## config.mk

```make
export PLATFORM = sky130hd
export DESIGN_NAME = i2c_slave_regbank
export DESIGN_NICKNAME = d
export VERILOG_FILES = /design/src/rtl/i2c_slave_pkg.sv /design/src/rtl/i2c_pin_sync.sv /design/src/rtl/i2c_slave_regbank.sv
export SDC_FILE = /design/constraint.sdc
export NUM_CORES = 1
export LEC_CHECK = 0
export BUFFER_PORTS_ARGS = -buffer_cell sky130_fd_sc_hd__buf_2
export CAP_MARGIN = 20
export CORE_MARGIN = 5
export CORE_UTILIZATION = 59
export CTS_BUF_LIST = sky130_fd_sc_hd__clkbuf_4 sky130_fd_sc_hd__clkbuf_8
export CTS_CLUSTER_DIAMETER = 30
export CTS_CLUSTER_SIZE = 8
export DETAILED_ROUTE_END_ITERATION = 16
export PLACE_DENSITY_LB_ADDON = 0.05
export SLEW_MARGIN = 10
export SYNTH_ARGS = -nofsm -noshare
export SYNTH_HDL_FRONTEND = slang
export SYNTH_SLANG_ARGS = --single-unit
```

## constraint.sdc

```tcl
create_clock -name clk -period 3.4 [get_ports clk]
set_clock_uncertainty 0.1 [all_clocks]
set_input_delay 0.68 -clock clk [delete_from_list [all_inputs] [get_ports clk]]
set_output_delay 0.68 -clock clk [all_outputs]
set_load 0.05 [all_outputs]
```

## src/rtl/i2c_slave_pkg.sv

```systemverilog
// Shared definitions for the I2C slave register bank: FSM encoding, ACK levels, bit counter sizing.
package i2c_slave_pkg;

  typedef enum logic [3:0] {
    ST_IDLE,
    ST_ADDR,
    ST_ADDR_ACK,
    ST_PTR,
    ST_PTR_ACK,
    ST_WDATA,
    ST_WDATA_ACK,
    ST_RDATA,
    ST_RD_ACK,
    ST_WAIT_STOP
  } state_t;

  localparam logic SDA_ACK  = 1'b0;
  localparam logic SDA_NACK = 1'b1;

  // Counts received bits 0..8 so a completed byte is distinguishable from an empty one.
  localparam int                   BIT_CNT_W     = 4;
  localparam logic [BIT_CNT_W-1:0] BITS_PER_BYTE = 4'd8;
  localparam logic [BIT_CNT_W-1:0] LAST_TX_BIT   = 4'd7;

endpackage

```

## src/rtl/i2c_pin_sync.sv

```systemverilog
// Two-flop synchronisers on SCL/SDA plus a history flop; emits single-clk SCL edge and START/STOP pulses.
module i2c_pin_sync (
  input  logic clk,
  input  logic rst,
  input  logic scl_i,
  input  logic sda_i,
  output logic sda,
  output logic scl_rise,
  output logic scl_fall,
  output logic start,
  output logic stop
);

  // [0] metastable stage, [1] synchronised value, [2] previous synchronised value
  logic [2:0] scl_sr;
  logic [2:0] sda_sr;

  always_ff @(posedge clk) begin
    if (rst) begin
      scl_sr <= 3'b111;
      sda_sr <= 3'b111;
    end else begin
      scl_sr <= {scl_sr[1:0], scl_i};
      sda_sr <= {sda_sr[1:0], sda_i};
    end
  end

  assign sda      = sda_sr[1];
  assign scl_rise = scl_sr[1] & ~scl_sr[2];
  assign scl_fall = ~scl_sr[1] & scl_sr[2];
  assign start    = scl_sr[1] & scl_sr[2] & sda_sr[2] & ~sda_sr[1];
  assign stop     = scl_sr[1] & scl_sr[2] & ~sda_sr[2] & sda_sr[1];

endmodule

```

## src/rtl/i2c_slave_regbank.sv

```systemverilog
// I2C slave with a NUM_REGS x 8-bit register bank, auto-incrementing pointer and per-write strobe.
// Fully synchronous to clk; SDA output changes only after a detected SCL fall.
module i2c_slave_regbank
  import i2c_slave_pkg::*;
#(
  parameter logic [6:0] I2C_ADR   = 7'h27,
  parameter int         NUM_REGS  = 8,
  parameter int         PTR_W     = 3,
  parameter logic [7:0] RESET_VAL = 8'h00
) (
  input  logic                  clk,
  input  logic                  rst,
  input  logic                  scl_i,
  input  logic                  sda_i,
  output logic                  sda_oe,
  output logic [8*NUM_REGS-1:0] reg_out,
  output logic                  wr_stb,
  output logic [PTR_W-1:0]      wr_idx,
  output logic                  busy
);

  logic sda, scl_rise, scl_fall, start, stop;

  i2c_pin_sync u_sync (
    .clk      (clk),
    .rst      (rst),
    .scl_i    (scl_i),
    .sda_i    (sda_i),
    .sda      (sda),
    .scl_rise (scl_rise),
    .scl_fall (scl_fall),
    .start    (start),
    .stop     (stop)
  );

  state_t               state, state_nxt;
  logic [BIT_CNT_W-1:0] bit_cnt, cnt_nxt;
  logic [7:0]           shift, shift_nxt;
  logic [PTR_W-1:0]     ptr, ptr_nxt;
  logic                 oe_nxt, busy_nxt;
  logic                 rw, rw_nxt;
  logic                 ack_seen, ack_nxt;
  logic                 wr_en;
  logic [PTR_W-1:0]     wr_idx_nxt;
  logic [7:0]           regs [NUM_REGS];

  logic                 byte_done, addr_hit, rx_state;
  logic [PTR_W-1:0]     ptr_inc;
  logic [7:0]           rd_byte;

  assign byte_done = (bit_cnt == BITS_PER_BYTE);
  // General call (address 0) is never acknowledged.
  assign addr_hit  = (shift[7:1] == I2C_ADR) && (shift[7:1] != 7'd0);
  assign rx_state  = (state == ST_ADDR) || (state == ST_PTR) || (state == ST_WDATA);
  assign ptr_inc   = (ptr == PTR_W'(NUM_REGS - 1)) ? '0 : ptr + PTR_W'(1);
  assign rd_byte   = regs[ptr];

  always_ff @(posedge clk) begin
    if (rst) state <= ST_IDLE;
    else     state <= state_nxt;
  end

  always_comb begin
    state_nxt  = state;
    cnt_nxt    = bit_cnt;
    shift_nxt  = shift;
    ptr_nxt    = ptr;
    oe_nxt     = sda_oe;
    busy_nxt   = busy;
    rw_nxt     = rw;
    ack_nxt    = ack_seen;
    wr_en      = 1'b0;
    wr_idx_nxt = wr_idx;

    // START/STOP take priority over any coincident SCL edge; partial bytes are dropped.
    if (start) begin
      state_nxt = ST_ADDR;
      cnt_nxt   = '0;
      oe_nxt    = 1'b0;
      ack_nxt   = 1'b0;
    end else if (stop) begin
      state_nxt = ST_IDLE;
      cnt_nxt   = '0;
      oe_nxt    = 1'b0;
      busy_nxt  = 1'b0;
      ack_nxt   = 1'b0;
    end else begin
      if (scl_rise && rx_state && !byte_done) begin
        shift_nxt = {shift[6:0], sda};
        cnt_nxt   = bit_cnt + BIT_CNT_W'(1);
      end

      unique case (state)
        ST_ADDR: if (scl_fall && byte_done) begin
          cnt_nxt = '0;
          if (addr_hit) begin
            state_nxt = ST_ADDR_ACK;
            oe_nxt    = 1'b1;
            rw_nxt    = shift[0];
            busy_nxt  = 1'b1;
          end else begin
            state_nxt = ST_WAIT_STOP;
            busy_nxt  = 1'b0;
          end
        end
        ST_ADDR_ACK: if (scl_fall) begin
          cnt_nxt = '0;
          if (rw) begin
            state_nxt = ST_RDATA;
            shift_nxt = rd_byte;
            oe_nxt    = ~rd_byte[7];
          end else begin
            state_nxt = ST_PTR;
            oe_nxt    = 1'b0;
          end
        end
        ST_PTR: if (scl_fall && byte_done) begin
          state_nxt = ST_PTR_ACK;
          oe_nxt    = 1'b1;
          cnt_nxt   = '0;
          ptr_nxt   = (int'(shift) < NUM_REGS) ? PTR_W'(shift) : '0;
        end
        ST_PTR_ACK, ST_WDATA_ACK: if (scl_fall) begin
          state_nxt = ST_WDATA;
          oe_nxt    = 1'b0;
          cnt_nxt   = '0;
        end
        ST_WDATA: if (scl_fall && byte_done) begin
          state_nxt  = ST_WDATA_ACK;
          oe_nxt     = 1'b1;
          cnt_nxt    = '0;
          wr_en      = 1'b1;
          wr_idx_nxt = ptr;
          ptr_nxt    = ptr_inc;
        end
        ST_RDATA: if (scl_fall) begin
          if (bit_cnt == LAST_TX_BIT) begin
            state_nxt = ST_RD_ACK;
            oe_nxt    = 1'b0;
            cnt_nxt   = '0;
          end else begin
            shift_nxt = {shift[6:0], 1'b0};
            oe_nxt    = ~shift[6];
            cnt_nxt   = bit_cnt + BIT_CNT_W'(1);
          end
        end
        ST_RD_ACK: begin
          // Pointer advances at the ACK sample; the next byte is driven after the following fall.
          if (scl_rise) begin
            if (sda == SDA_ACK) begin
              ptr_nxt = ptr_inc;
              ack_nxt = 1'b1;
            end else begin
              state_nxt = ST_WAIT_STOP;
            end
          end else if (scl_fall && ack_seen) begin
            state_nxt = ST_RDATA;
            shift_nxt = rd_byte;
            oe_nxt    = ~rd_byte[7];
            cnt_nxt   = '0;
            ack_nxt   = 1'b0;
          end
        end
        default: ;
      endcase
    end
  end

  always_ff @(posedge clk) begin
    if (rst) begin
      bit_cnt  <= '0;
      shift    <= '0;
      ptr      <= '0;
      sda_oe   <= 1'b0;
      busy     <= 1'b0;
      rw       <= 1'b0;
      ack_seen <= 1'b0;
      wr_stb   <= 1'b0;
      wr_idx   <= '0;
      for (int k = 0; k < NUM_REGS; k++) regs[k] <= RESET_VAL;
    end else begin
      bit_cnt  <= cnt_nxt;
      shift    <= shift_nxt;
      ptr      <= ptr_nxt;
      sda_oe   <= oe_nxt;
      busy     <= busy_nxt;
      rw       <= rw_nxt;
      ack_seen <= ack_nxt;
      wr_stb   <= wr_en;
      wr_idx   <= wr_idx_nxt;
      if (wr_en) regs[ptr] <= shift;
    end
  end

  for (genvar k = 0; k < NUM_REGS; k++) begin : g_out
    assign reg_out[8*k +: 8] = regs[k];
  end

endmodule

```

Word level (Yosys, flattened, before mapping)
Memory sizes are Yosys's and may differ from the RTL's. A register that Yosys moved wholly into a read port is not among the register bits.
Cells that the tools add are included.
W data, S select, Z words.

word-level totals
  flip-flop bits (word level) = 33
  RAM bits = 64
  bits of input ports = 4
  memories kept = 1

cells by class
  add/sub/neg operators = 2
  order comparisons = 1
  eq/ne operators = 37
  multiplexer cells = 70
  bitwise operators = 15
  reduce and logical (&&, ||, !) cells = 31

memory list
  name  depth  bits a word  read ports  clocked after Yosys merged registers in  wr ports  line                     source
  regs  8      8            9           1                                        8         i2c_slave_regbank.sv:45  logic [7:0] regs [NUM_REGS];

operator list
  cell                  number
  $mux W4               18
  $mux W8               8
  $mux W3               10
  $mux W1               29
  $pmux W4 S7           1
  $pmux W8 S3           1
  $eq A4 B3 Y1 const B  5
  $ne A2 B2 Y1 const B  10
  $reduce_and A10 Y1    2
  $ne A4 B4 Y1 const B  4
  $pmux W4 S4           1
  $reduce_bool A7 Y1    2
  $ne A4 B3 Y1 const B  3
  $pmux W3 S3           1
  $reduce_and A9 Y1     1
  $reduce_bool A9 Y1    1
  $reduce_or A3 Y1      3
  $eq A4 B2 Y1 const B  2
  $eq A4 B4 Y1 const B  2
  $lt A8 B4 Y1 const B  1
  $ne A2 B1 Y1 const B  4
  $not A1 Y1            8
  $reduce_or A8 Y1      1
  $and A1 B1 Y1         7
  other kinds (22)      31

Longest topological paths before layout
Gate-level depths: netlist of run 1.

  depth after elaboration = 12
  depth in mapped cells = 8
  depth with buffers taken out = 7

By module
From an unflattened synthesis of run 1, not the netlist that was laid out.

second synthesis, totals
  cell total of the unflattened synthesis = 470
  area total of the unflattened synthesis = 5061.1 um^2

by module, submodules not included
  module             instances  cells each  area an instance (um^2)
  i2c_slave_regbank  1          454         4870.9
  i2c_pin_sync       1          16          190.2

Worst setup path before layout of run 1
OpenSTA, ideal clock, no wires.

  kind = flip-flop to flip-flop
  start point = reg state[3]
  end point = mem regs[2][0] (enable)
  arrival = 1902 ps
  setup slack = 1014 ps
  stages on the path, launching flop included = 7
  cells stage by stage = dfxtp_1 > buf_2 > nand4bb_1 > nor2_2 > nand3b_1 > buf_2 > o21ai_0

RTL lines
  item                      line                     source
  start: declaration        i2c_slave_regbank.sv:36  state_t state, state_nxt;
  start signal: assignment  i2c_slave_regbank.sv:60  else state <= state_nxt;
  end: declaration          i2c_slave_regbank.sv:45

==> results of run 1 <==
==> stage by stage <==
stage	std cells	power (uW)
6_report	591	2755
4_1_cts	591	2741
5_1_grt	591	2847
3_5_place_dp	575	1963
2_1_floorplan	412	1841
3_3_place_gp	575	1956
==> state kept, by name, summed over array words and instances (netlist names), named ones only <==
name / count
shift: 8
u_sync.sda_sr: 3
bit_cnt: 4
busy: 1
regs: 64
sda_oe: 1
ptr: 3
u_sync.scl_sr: 3
ack_seen: 1
state: 4
wr_stb: 1
rw: 1
wr_idx: 3
==> report_power, final <==
group / switching, uW / internal [uW] / leakage [uW] / total (uW)
Clock: 406 / 399 / 0.000107 / 805
Sequential: 86.3 / 1340 / 0.000899 / 1430
Combinational: 352 / 169 / 0.00113 / 520
==> Yosys cell counts, drive strengths merged (3+ instances only) <==
cell / n
a211oi: 3
a21o: 3
a21oi: 19
a221oi: 3
a222oi: 6
and2: 56
buf: 12
clkbuf: 15
dfxtp: 36
edfxtp: 64
ha: 4
inv: 6
mux2: 8
mux2i: 5
mux4: 16
nand2: 14
nand2b: 5
nand3: 10
nand3b: 6
nand4: 3
nor2: 36
nor3: 17
nor4: 3
o21ai: 14
o22ai: 4
or2: 9
or3: 4
==> layer usage <==
metal	track usage, %	wire length [um]	vias to the layer above
met4	7.260	187	0
met2	39.13	5804	197
met5	0	0	-
met3	4.752	1150	15
met1	36.08	5342	1783
li1	-	-	1689
==> critical path: stages (launching register included) <==
cell and delay [ps]:
sky130_fd_sc_hd__dfxtp_1 700, sky130_fd_sc_hd__nand4bb_1 400, sky130_fd_sc_hd__nor2_2 320, sky130_fd_sc_hd__nand3_1 390, sky130_fd_sc_hd__nor3_2 410, sky130_fd_sc_hd__or2_2 300
==> final timing paths <==
path | cells past startpoint | start | to | slack (ps)
hold / removal | 1 | u_sync.scl_sr[0] | u_sync.scl_sr[1] | 320
hold reg to reg | 1 | u_sync.scl_sr[0] | u_sync.scl_sr[1] | 320
setup reg to reg | 5 | state[0] | regs[1][4] | 460
setup / recovery | 5 | state[0] | regs[1][4] | 460
==> kinds of logic after synthesis <==
group,count (synthesis),share of synthesized area [%]
compound gates,69,9.972
mux,29,11.37
simple gates,175,20.25
flops,100,53.59
xor+xnor,1,0.1777
fa+ha+maj,4,1.015
buf+inv,34,3.628
==> final cells by class <==
cell class,instances,area share [%]
well taps,105,2.355
flip-flops and latches,100,47.38
multi-input cells,278,37.82
repair buffers,85,8.165
clock inverters,3,0.8300
clock buffers,13,2.983
inverters,7,0.4711
==> Implementation_results.wiki, run 1 <==
{| class="wikitable"
! Metric !! Value
|-
| Routed wire length || about 12000 um
|-
| Post-synth EDFFs || 64
|-
| Cell type with the largest total area after synthesis || sky130_fd_sc_hd__edfxtp_1
|-
| Post-synthesis net count || 420
|-
| Site Rows || 33
|-
| Type of the setup path with the least slack || flop to flop
|-
| Worst-path maximum fanout || 18
|-
| DR vias/cell || ~6.2
|-
| Post-detailed-placement cell area || roughly 0.0054 mm2
|-
| Clock tree from TritonCTS || yes
|-
| Utilization of the core after routing || 68.23%
|-
| Headroom to the max-slew limit || about 49%
|-
| I/O Pins || 74
|-
| CTS clk-pin slew, worst paths || 90 ps
|-
| Filler cells || ~650
|-
| Initial antenna violation count || 0
|-
| Fraction of the yosys area taken by sequential cells || between 50% and 60%
|-
| Vertical die dimension || a little over 100 um
|-
| Chip Width || between 100 and 150 um
|-
| Number of unique standard cell types used by synthesis || 61
|-
| Final routed wire length divided by cell count || about 21 um
|-
| Worst Tran Pin Value || about 750 ps
|-
| DR vias || 3684
|-
| Setup slack after placement || between 600 and 700 ps
|-
| Leading cell type in the layout, fill and taps excluded || sky130_fd_sc_hd__buf_2
|-
| Clock net sink count || 100
|-
| Total power density per cell area || ~500 mW/mm2
|-
| Yosys warnings || 0
|-
| Number of max-slew violations in the final report || 0
|-
| Count of final hold-check violations || 0
|-
| Post-layout minimum cycle time || just under 3000 ps
|-
| Data arrival time of the critical path || 2900 ps
|-
| CP Data Required Time || 3360 ps
|-
| Antenna fix cells || 0
|-
| Commonest cells after routing, fill and taps aside || sky130_fd_sc_hd__buf_2 (73), sky130_fd_sc_hd__edfxtp_1 (64), sky130_fd_sc_hd__and2_1 (56)
|-
| Starting density of the core || between 60% and 70%
|-
| Sequential Area || around 0.0026 mm2
|-
| RSZ-0062 raised after global routing || false
|-
| CTS Hold Bufs || 0
|-
| Fin crit share || between 80% and 90%
|-
| Async set-reset flop share out of synthesis || 0%
|-
| GRT Overall Usage || 25.07%
|-
| Count of buffers from port buffering || between 70 and 80
|-
| Pin count of the biggest net entering global routing || 26
|-
| Global-route wire length before repair || between 15000 and 20000 um
|-
| Number of synthesized register bits || 100
|-
| Clock Path Buffers || 2
|-
| Final HPWL DP || 8786 um
|-
| MaxCap Viol Count || 0
|-
| Post-route ant nets || 0
|-
| Critical path capture point type || flop
|-
| Share of layout cells above drive strength 1 || around 28%
|-
| Buffers inserted by post-CTS timing repair || 0
|-
| Fmax || between 300 and 400 MHz
|-
| Num CTS Buffers || 9
|-
| Endpoints failing setup || 0
|-
| Overflow after GRT || 0
|-
| Post-cts sizing count || 0
|-
| Final non-filler cell area || roughly 0.0056 mm2
|-
| Avg Cell Area, Syn || between 10 and 15 um2
|-
| Post-Synthesis Cell Area || just under 0.005 mm2
|-
| Worst Hold Class || flop to flop
|-
| Leading cell types by total area after synthesis || sky130_fd_sc_hd__edfxtp_1 (39%), sky130_fd_sc_hd__dfxtp_1 (15%), sky130_fd_sc_hd__mux4_1 (8.5%)
|-
| Type of origin of the critical path || flop
|-
| Post-layout nets || roughly 500
|-
| First-pass DRT Iterations || 5
|-
| Starting DRC count in detailed routing || roughly 350
|-
| DRC violation count after routing || 0
|-
| Post-synth top area share || 38.97%
|-
| Number of global-route vias before repair || approximately 3500
|-
| Final setup slack of the worst path || 464.9 ps
|-
| Core footprint || a little over 0.008 mm2
|-
| Worst Hold Margin || between 300 and 400 ps
|-
| Post-Route Setup TNS || 0 ps
|-
| Commonest register cell after synthesis || sky130_fd_sc_hd__edfxtp_1
|-
| CTS H-tree lvls || 3
|-
| Area used by multi-input combinational logic || approximately 0.0021 mm2
|-
| Leakage dissipation || approximately 0.0021 uW
|-
| GP Congestion || about 0.94
|-
| Worst voltage drop across the vdd grid || 0.0002625 V
|-
| Outcome || finished clean
|-
| CTS Root Cell || sky130_fd_sc_hd__clkbuf_8
|-
| Die area || between 0.01 and 0.015 mm2
|-
| Post-Syn Instances || 412
|-
| Post-synthesis to final-layout area growth || 13.12%
|-
| Worst-skew pair later-pin latency || ~370 ps
|}
(Power assumes the default switching activity.)
==> inputs of run 2 (changes only) <==
--- a/config.mk
+++ b/config.mk
@@ -5,14 +5,14 @@
 export SDC_FILE = /design/constraint.sdc
 export NUM_CORES = 1
 export LEC_CHECK = 0
-export BUFFER_PORTS_ARGS = -buffer_cell sky130_fd_sc_hd__buf_2
 export CAP_MARGIN = 20
 export CORE_MARGIN = 5
-export CORE_UTILIZATION = 59
+export CORE_UTILIZATION = 55
 export CTS_BUF_LIST = sky130_fd_sc_hd__clkbuf_4 sky130_fd_sc_hd__clkbuf_8
 export CTS_CLUSTER_DIAMETER = 30
 export CTS_CLUSTER_SIZE = 8
 export DETAILED_ROUTE_END_ITERATION = 16
+export DONT_BUFFER_PORTS = 1
 export PLACE_DENSITY_LB_ADDON = 0.05
 export SLEW_MARGIN = 10
 export SYNTH_ARGS = -nofsm -noshare
==> Implementation_results.wiki, run 2 (same netlist as run 1, synthesis figures left out) <==
{| class="wikitable"
! Metric !! Value
|-
| CTS H-tree lvls || 3 (unchanged)
|-
| Fin crit share || 86.11% (-0.22 points)
|-
| Starting DRC count in detailed routing || 287 (-17%)
|-
| Leading cell type in the layout, fill and taps excluded || sky130_fd_sc_hd__edfxtp_1
|-
| Post-Route Setup TNS || 0 ps (unchanged)
|-
| Number of global-route vias before repair || 3151 (-11%)
|-
| Count of buffers from port buffering || 0 (-100%)
|-
| Type of the setup path with the least slack || flop to flop
|-
| Overflow after GRT || 0 (unchanged)
|-
| Reg2Reg Launch Point || state[0]
|-
| Pin count of the biggest net entering global routing || 26 (unchanged)
|-
| Chain of cells forming the critical path || nand4bb_1 > nor2_2 > nand3_1 > nor3_2 > or2_2
|-
| Global-route wire length before repair || 19280 um (-0.60%)
|-
| Buffers inserted by post-CTS timing repair || 0 (unchanged)
|-
| Buf+Inv Stages, Crit Path || 0 (unchanged)
|-
| Worst voltage drop across the vdd grid || 0.0002288 V (-13%)
|-
| MaxCap Viol Count || 0 (unchanged)
|-
| Number of max-slew violations in the final report || 0 (unchanged)
|-
| Clock Path Buffers || 2 (unchanged)
|-
| Data arrival time of the critical path || 2880 ps (-20 ps)
|-
| DR vias/cell || 6.399 (+2.7%)
|-
| Worst-path maximum fanout || 18 (unchanged)
|-
| Worst path slowest cell || sky130_fd_sc_hd__dfxtp_1
|-
| First-pass DRT Iterations || 7 (+2)
|-
| Post-cts sizing count || 0 (unchanged)
|-
| Worst reg2reg path endpoint || regs[1][1]
|-
| Final routed wire length divided by cell count || 23.97 um (+13%)
|-
| CP Data Required Time || 3350 ps (about the same)
|-
| Post-layout nets || 416 (-15%)
|-
| Post-layout minimum cycle time || 2928 ps (-7.441 ps)
|-
| Filler cells || 725 (+12%)
|-
| Power after layout || 2598 uW (-5.7%)
|-
| Critical path capture point type || flop
|-
| GP Congestion || 0.8711 (-7.1%)
|-
| CTS Root Cell || sky130_fd_sc_hd__clkbuf_8
|-
| DRC violation count after routing || 0 (unchanged)
|-
| Final Non-Filler Cells || 521 (-12%)
|-
| Clock net sink count || 100 (unchanged)
|-
| I/O Pins || 74 (unchanged)
|-
| Endpoints failing setup || 0 (unchanged)
|-
| Utilization of the core after routing || 59.35% (-8.9 points)
|-
| Headroom to the max-slew limit || 46.35% (-2.8 points)
|-
| Largest registers || regs: 64 flops, shift: 8 flops
|-
| Num CTS Buffers || 9 (unchanged)
|-
| RSZ-0062 raised after global routing || false
|-
| Clock tree from TritonCTS || yes
|-
| Starting density of the core || 56.54% (-3.8 points)
|-
| Core footprint || 0.008721 mm2 (+6.7%)
|-
| Worst Hold Class || input pin to flop
|-
| Die area || 0.01096 mm2 (+6.5%)
|-
| Vertical die dimension || 104.7 um (+3.2%)
|-
| Post-route ant nets || 0 (unchanged)
|-
| Placed insts || 505 (-12%)
|-
| Register containing the most flip-flops in the final layout || regs
|-
| CTS Hold Bufs || 0 (unchanged)
|-
| Share of layout cells above drive strength 1 || 14.56% (-13 points)
|-
| Largest register FFs || 64 (unchanged)
|-
| Chip Width || 104.7 um (+3.2%)
|-
| CTS clk-pin slew, worst paths || 90 ps (about the same)
|-
| DR vias || 3334 (-9.5%)
|-
| Type of origin of the critical path || flop
|-
| Leakage dissipation || 0.001810 uW (-15%)
|-
| Final HPWL DP || 8642 um (-1.6%)
|-
| Initial antenna violation count || 1 (+1)
|-
| Number of stages on the worst setup path || 5 (unchanged)
|-
| Fmax || 341.6 MHz (+0.25%)
|-
| Post-synthesis to final-layout area growth || 4.973%
|-
| GRT Overall Usage || 22.91% (-2.2 points)
|-
| Commonest cells after routing, fill and taps aside || sky130_fd_sc_hd__edfxtp_1 (64), sky130_fd_sc_hd__and2_1 (56), sky130_fd_sc_hd__dfxtp_1 (36)
|-
| Worst Tran Pin Value || 799.4 ps (+47.77 ps)
|-
| Depth of the most critical reg-to-reg path || 5 (unchanged)
|-
| Outcome || finished clean
|-
| Setup crit end || regs[1][1]
|-
| CP top delay family || simple AND/OR/NAND/NOR gates
|-
| Count of final hold-check violations || 0 (unchanged)
|-
| Routed wire length || 12490 um (about the same)
|-
| Register-to-register setup slack || 470 ps (about the same)
|-
| Largest incremental delay on the critical path || 680 ps (-20 ps)
|-
| Source of the critical timing path || state[0]
|-
| Sequential Area || 0.002643 mm2 (unchanged)
|-
| Site Rows || 34 (+3.0%)
|-
| Total power density per cell area || 501.8 mW/mm2 (+1.6%)
|-
| Worst-skew pair later-pin latency || 360 ps (about the same)
|-
| Area used by multi-input combinational logic || 0.002110 mm2 (unchanged)
|}
run 2: metrics by stage:
stage | setup WS (ps) | hold WS, ps | cell area (um2)
2_1_floorplan | 1014 | 289.5 | 4931
3_3_place_gp | 653.0 | 291.4 | 5004
3_5_place_dp | 559.0 | 296.7 | 5004
6_report | 472.4 | 280.1 | 5176
4_1_cts | 538.7 | 267.7 | 5174
5_1_grt | 247.3 | 253.3 | 5176
run 2: how the worst min path moves through the flow:
| stage | startpoint | slack, ps | cells after the start | end |
|---|---|---|---|---|
| 6_report | rst | 280 | 1 | wr_idx[2] |
| 5_1_grt | rst | 250 | 1 | busy |
| 4_1_cts | rst | 270 | 1 | wr_idx[2] |
| 3_5_place_dp | u_sync.sda_sr[0] | 300 | 1 | u_sync.sda_sr[1] |
| 3_3_place_gp | u_sync.sda_sr[0] | 290 | 1 | u_sync.sda_sr[1] |
| 2_1_floorplan | u_sync.scl_sr[0] | 290 | 1 | u_sync.scl_sr[1] |
run 2: cell type report:
class,instances,area share (%)
repair buffers,12,1.740
clock buffers,10,2.538
multi-input cells,278,40.75
clock inverters,5,0.7493
diodes,1,0.04834
flip-flops and latches,100,51.05
inverters,7,0.5076
well taps,108,2.611
run 2: power breakdown:
group          switching (uW)  total (uW)  internal [uW]
logic                     204         351            147
clock network             412         686            275
registers                 214        1560           1350
run 2: metal layers:
| layer | GRT usage (%) | routed length (um) | vias up |
|---|---|---|---|
| li1 | - | - | 1545 |
| met1 | 32.90 | 5390 | 1607 |
| met2 | 33.39 | 5518 | 156 |
| met3 | 7.337 | 1243 | 26 |
| met4 | 7.123 | 336 | 0 |
| met5 | 0 | 0 | - |
==> inputs of run 3 (changes only) <==
==> constraint.sdc (replaced) <==
create_clock -name clk -period 3.35 [get_ports clk]
set_clock_uncertainty 0.1 [all_clocks]
set_input_delay 0.67 -clock clk [delete_from_list [all_inputs] [get_ports clk]]
set_output_delay 0.67 -clock clk [all_outputs]
set_load 0.01 [all_outputs]
==> Implementation_results.wiki, run 3 (same netlist as run 1, synthesis figures left out) <==
{| class="wikitable"
! Metric !! Value
|-
| Outcome || finished clean
|-
| Met3 wirelength from detailed routing || 1063 um (-14%)
|-
| Antenna fix cells || 0 (-1)
|-
| Buffers inserted by post-CTS timing repair || 0 (unchanged)
|-
| Worst-skew pair later-pin latency || 370 ps (about the same)
|-
| CP Data Required Time || 3310 ps (-40 ps)
|-
| Leakage dissipation || 0.001814 uW (+0.17%)
|-
| DRC violation count after routing || 0 (unchanged)
|-
| Post-Route Setup TNS || 0 ps (unchanged)
|-
| Post-cts sizing count || 0 (unchanged)
|-
| Number of global-route vias before repair || 3230 (+2.5%)
|-
| Initial antenna violation count || 0 (-1)
|-
| Starting DRC count in detailed routing || 274 (-4.5%)
|-
| Fmax || 342.5 MHz (+0.28%)
|-
| Final routed wire length divided by cell count || 23.99 um (about the same)
|-
| CTS H-tree lvls || 3 (unchanged)
|-
| RSZ-0062 raised after global routing || false
|-
| Buf+Inv Stages, Crit Path || 0 (unchanged)
|-
| Largest registers || regs: 64 flops, shift: 8 flops
|-
| Commonest cells after routing, fill and taps aside || sky130_fd_sc_hd__edfxtp_1 (64), sky130_fd_sc_hd__and2_1 (56), sky130_fd_sc_hd__dfxtp_1 (36)
|-
| I/O Pins || 74 (unchanged)
|-
| Global-route wire length before repair || 19350 um (+0.39%)
|-
| Share of layout cells above drive strength 1 || 14.77% (+0.21 points)
|-
| Critical path capture point type || flop
|-
| DR vias || 3355 (+0.63%)
|-
| Core footprint || 0.008721 mm2 (unchanged)
|-
| Number of max-slew violations in the final report || 0 (unchanged)
|-
| Met2 wire len || 5616 um (+1.8%)
|-
| Routed wire length || 12500 um (about the same)
|-
| Headroom to the max-slew limit || 43.65% (-2.7 points)
|-
| Clock Path Buffers || 2 (unchanged)
|-
| Vertical die dimension || 104.7 um (unchanged)
|-
| Type of the setup path with the least slack || flop to flop
|-
| CTS Hold Bufs || 0 (unchanged)
|-
| Chip Width || 104.7 um (unchanged)
|-
| Count of buffers from port buffering || 0 (unchanged)
|-
| Post-route ant nets || 0 (unchanged)
|-
| CP top delay family || simple AND/OR/NAND/NOR gates
|-
| Die area || 0.01096 mm2 (unchanged)
|-
| Clock tree from TritonCTS || yes
|-
| First-pass DRT Iterations || 5 (-2)
|-
| Total power density per cell area || 488.1 mW/mm2 (-2.7%)
|-
| Post-layout nets || 416 (unchanged)
|-
| Final HPWL DP || 8633 um (about the same)
|-
| Worst Tran Pin Value || 839.6 ps (+40.24 ps)
|-
| Fin crit share || 87.15% (+1.0 points)
|-
| Largest register FFs || 64 (unchanged)
|-
| Type of origin of the critical path || flop
|-
| Overflow after GRT || 0 (unchanged)
|-
| Num CTS Buffers || 9 (unchanged)
|-
| MaxCap Viol Count || 0 (unchanged)
|-
| Worst voltage drop across the vdd grid || 0.0002483 V (+8.5%)
|-
| GP Congestion || 0.8751 (+0.46%)
|-
| Post-layout minimum cycle time || 2919 ps (-8.179 ps)
|-
| Worst Hold Class || input pin to flop
|-
| Endpoints failing setup || 0 (unchanged)
|-
| CTS clk-pin slew, worst paths || 100 ps (about the same)
|-
| GRT Overall Usage || 22.90% (about the same)
|-
| Worst-path maximum fanout || 18 (unchanged)
|-
| Highest metal used || met4
|-
| Clock net sink count || 100 (unchanged)
|-
| Chain of cells forming the critical path || nand4bb_1 > nor2_2 > nand3_1 > nor3_2 > or2_2
|-
| Largest incremental delay on the critical path || 690 ps (about the same)
|-
| Post-synthesis to final-layout area growth || 5.024% (about the same)
|-
| Site Rows || 34 (unchanged)
|-
| Count of final hold-check violations || 0 (unchanged)
|-
| Data arrival time of the critical path || 2880 ps (about the same)
|-
| Final non-filler cell area || 0.005179 mm2 (about the same)
|-
| Post-detailed-placement cell area || 0.005004 mm2 (unchanged)
|-
| Worst path slowest cell || sky130_fd_sc_hd__dfxtp_1
|-
| Pin count of the biggest net entering global routing || 26 (unchanged)
|-
| Utilization of the core after routing || 59.38% (about the same)
|-
| CTS Root Cell || sky130_fd_sc_hd__clkbuf_8
|-
| Register containing the most flip-flops in the final layout || regs
|-
| Starting density of the core || 56.54% (unchanged)
|-
| Leading cell type in the layout, fill and taps excluded || sky130_fd_sc_hd__edfxtp_1
|-
| Routed length on met1 || 5572 um (+3.4%)
|-
| DR vias/cell || 6.440 (+0.63%)
|}
## run 3: cell count changes in the layout (fill, tap and decap cells not counted), sizes merged
| cell | previous run | this run |
|---|---|---|
| clkbuf | 10 | 11 |
| diode | 1 | 0 |
## run 3: stage by stage
step | instances | total power (uW) | worst slack [ps] | hold WS, ps
2_1_floorplan | 412 | 1741 | 963.9 | 289.5
3_3_place_gp | 505 | 1834 | 614.2 | 291.5
3_5_place_dp | 505 | 1833 | 530.6 | 293.7
4_1_cts | 521 | 2531 | 500.7 | 256.5
5_1_grt | 521 | 2638 | 231.4 | 247.7
6_report | 521 | 2528 | 430.6 | 267.8
## run 3: layout make-up
type                            count  area (um2)
Inverter                            7       26.28
Multi-Input combinational cell    278        2110
Timing Repair Buffer               12       90.09
Sequential cell                   100        2643
Fill cell                         707        3542
Clock buffer                       11       138.9
Tap cell                          108       135.1
Clock inverter                      5       36.28
## run 3: final timing paths
check                     endpoint        startpoint  depth (start not counted)  slack (ps)
setup reg to reg        regs[1][0]          state[0]                          5         430
setup / recovery        regs[1][0]          state[0]                          5         430
hold reg to reg   u_sync.scl_sr[1]  u_sync.scl_sr[0]                          1         320
hold / removal                busy               rst                          1         270
## run 3: layer usage
layer,up-vias,global-route usage [%]
met5,-,0
met4,0,8.219
met3,18,4.871
met2,159,33.30
met1,1638,34.09
li1,1540,-
## run 3: where the power goes
group	switching, uW	total, uW	leakage, uW	internal, uW
clock network	425	714	0.0000844	289
registers	92.9	1460	0.000899	1370
logic	207	355	0.000830	149
total	725	2530	0.00181	1800
## run 3: worst reg2reg max path: stages, from the launching register on
cell and delay, ps:
sky130_fd_sc_hd__dfxtp_1 690, sky130_fd_sc_hd__nand4bb_1 380, sky130_fd_sc_hd__nor2_2 320, sky130_fd_sc_hd__nand3_1 400, sky130_fd_sc_hd__nor3_2 430, sky130_fd_sc_hd__or2_2 300
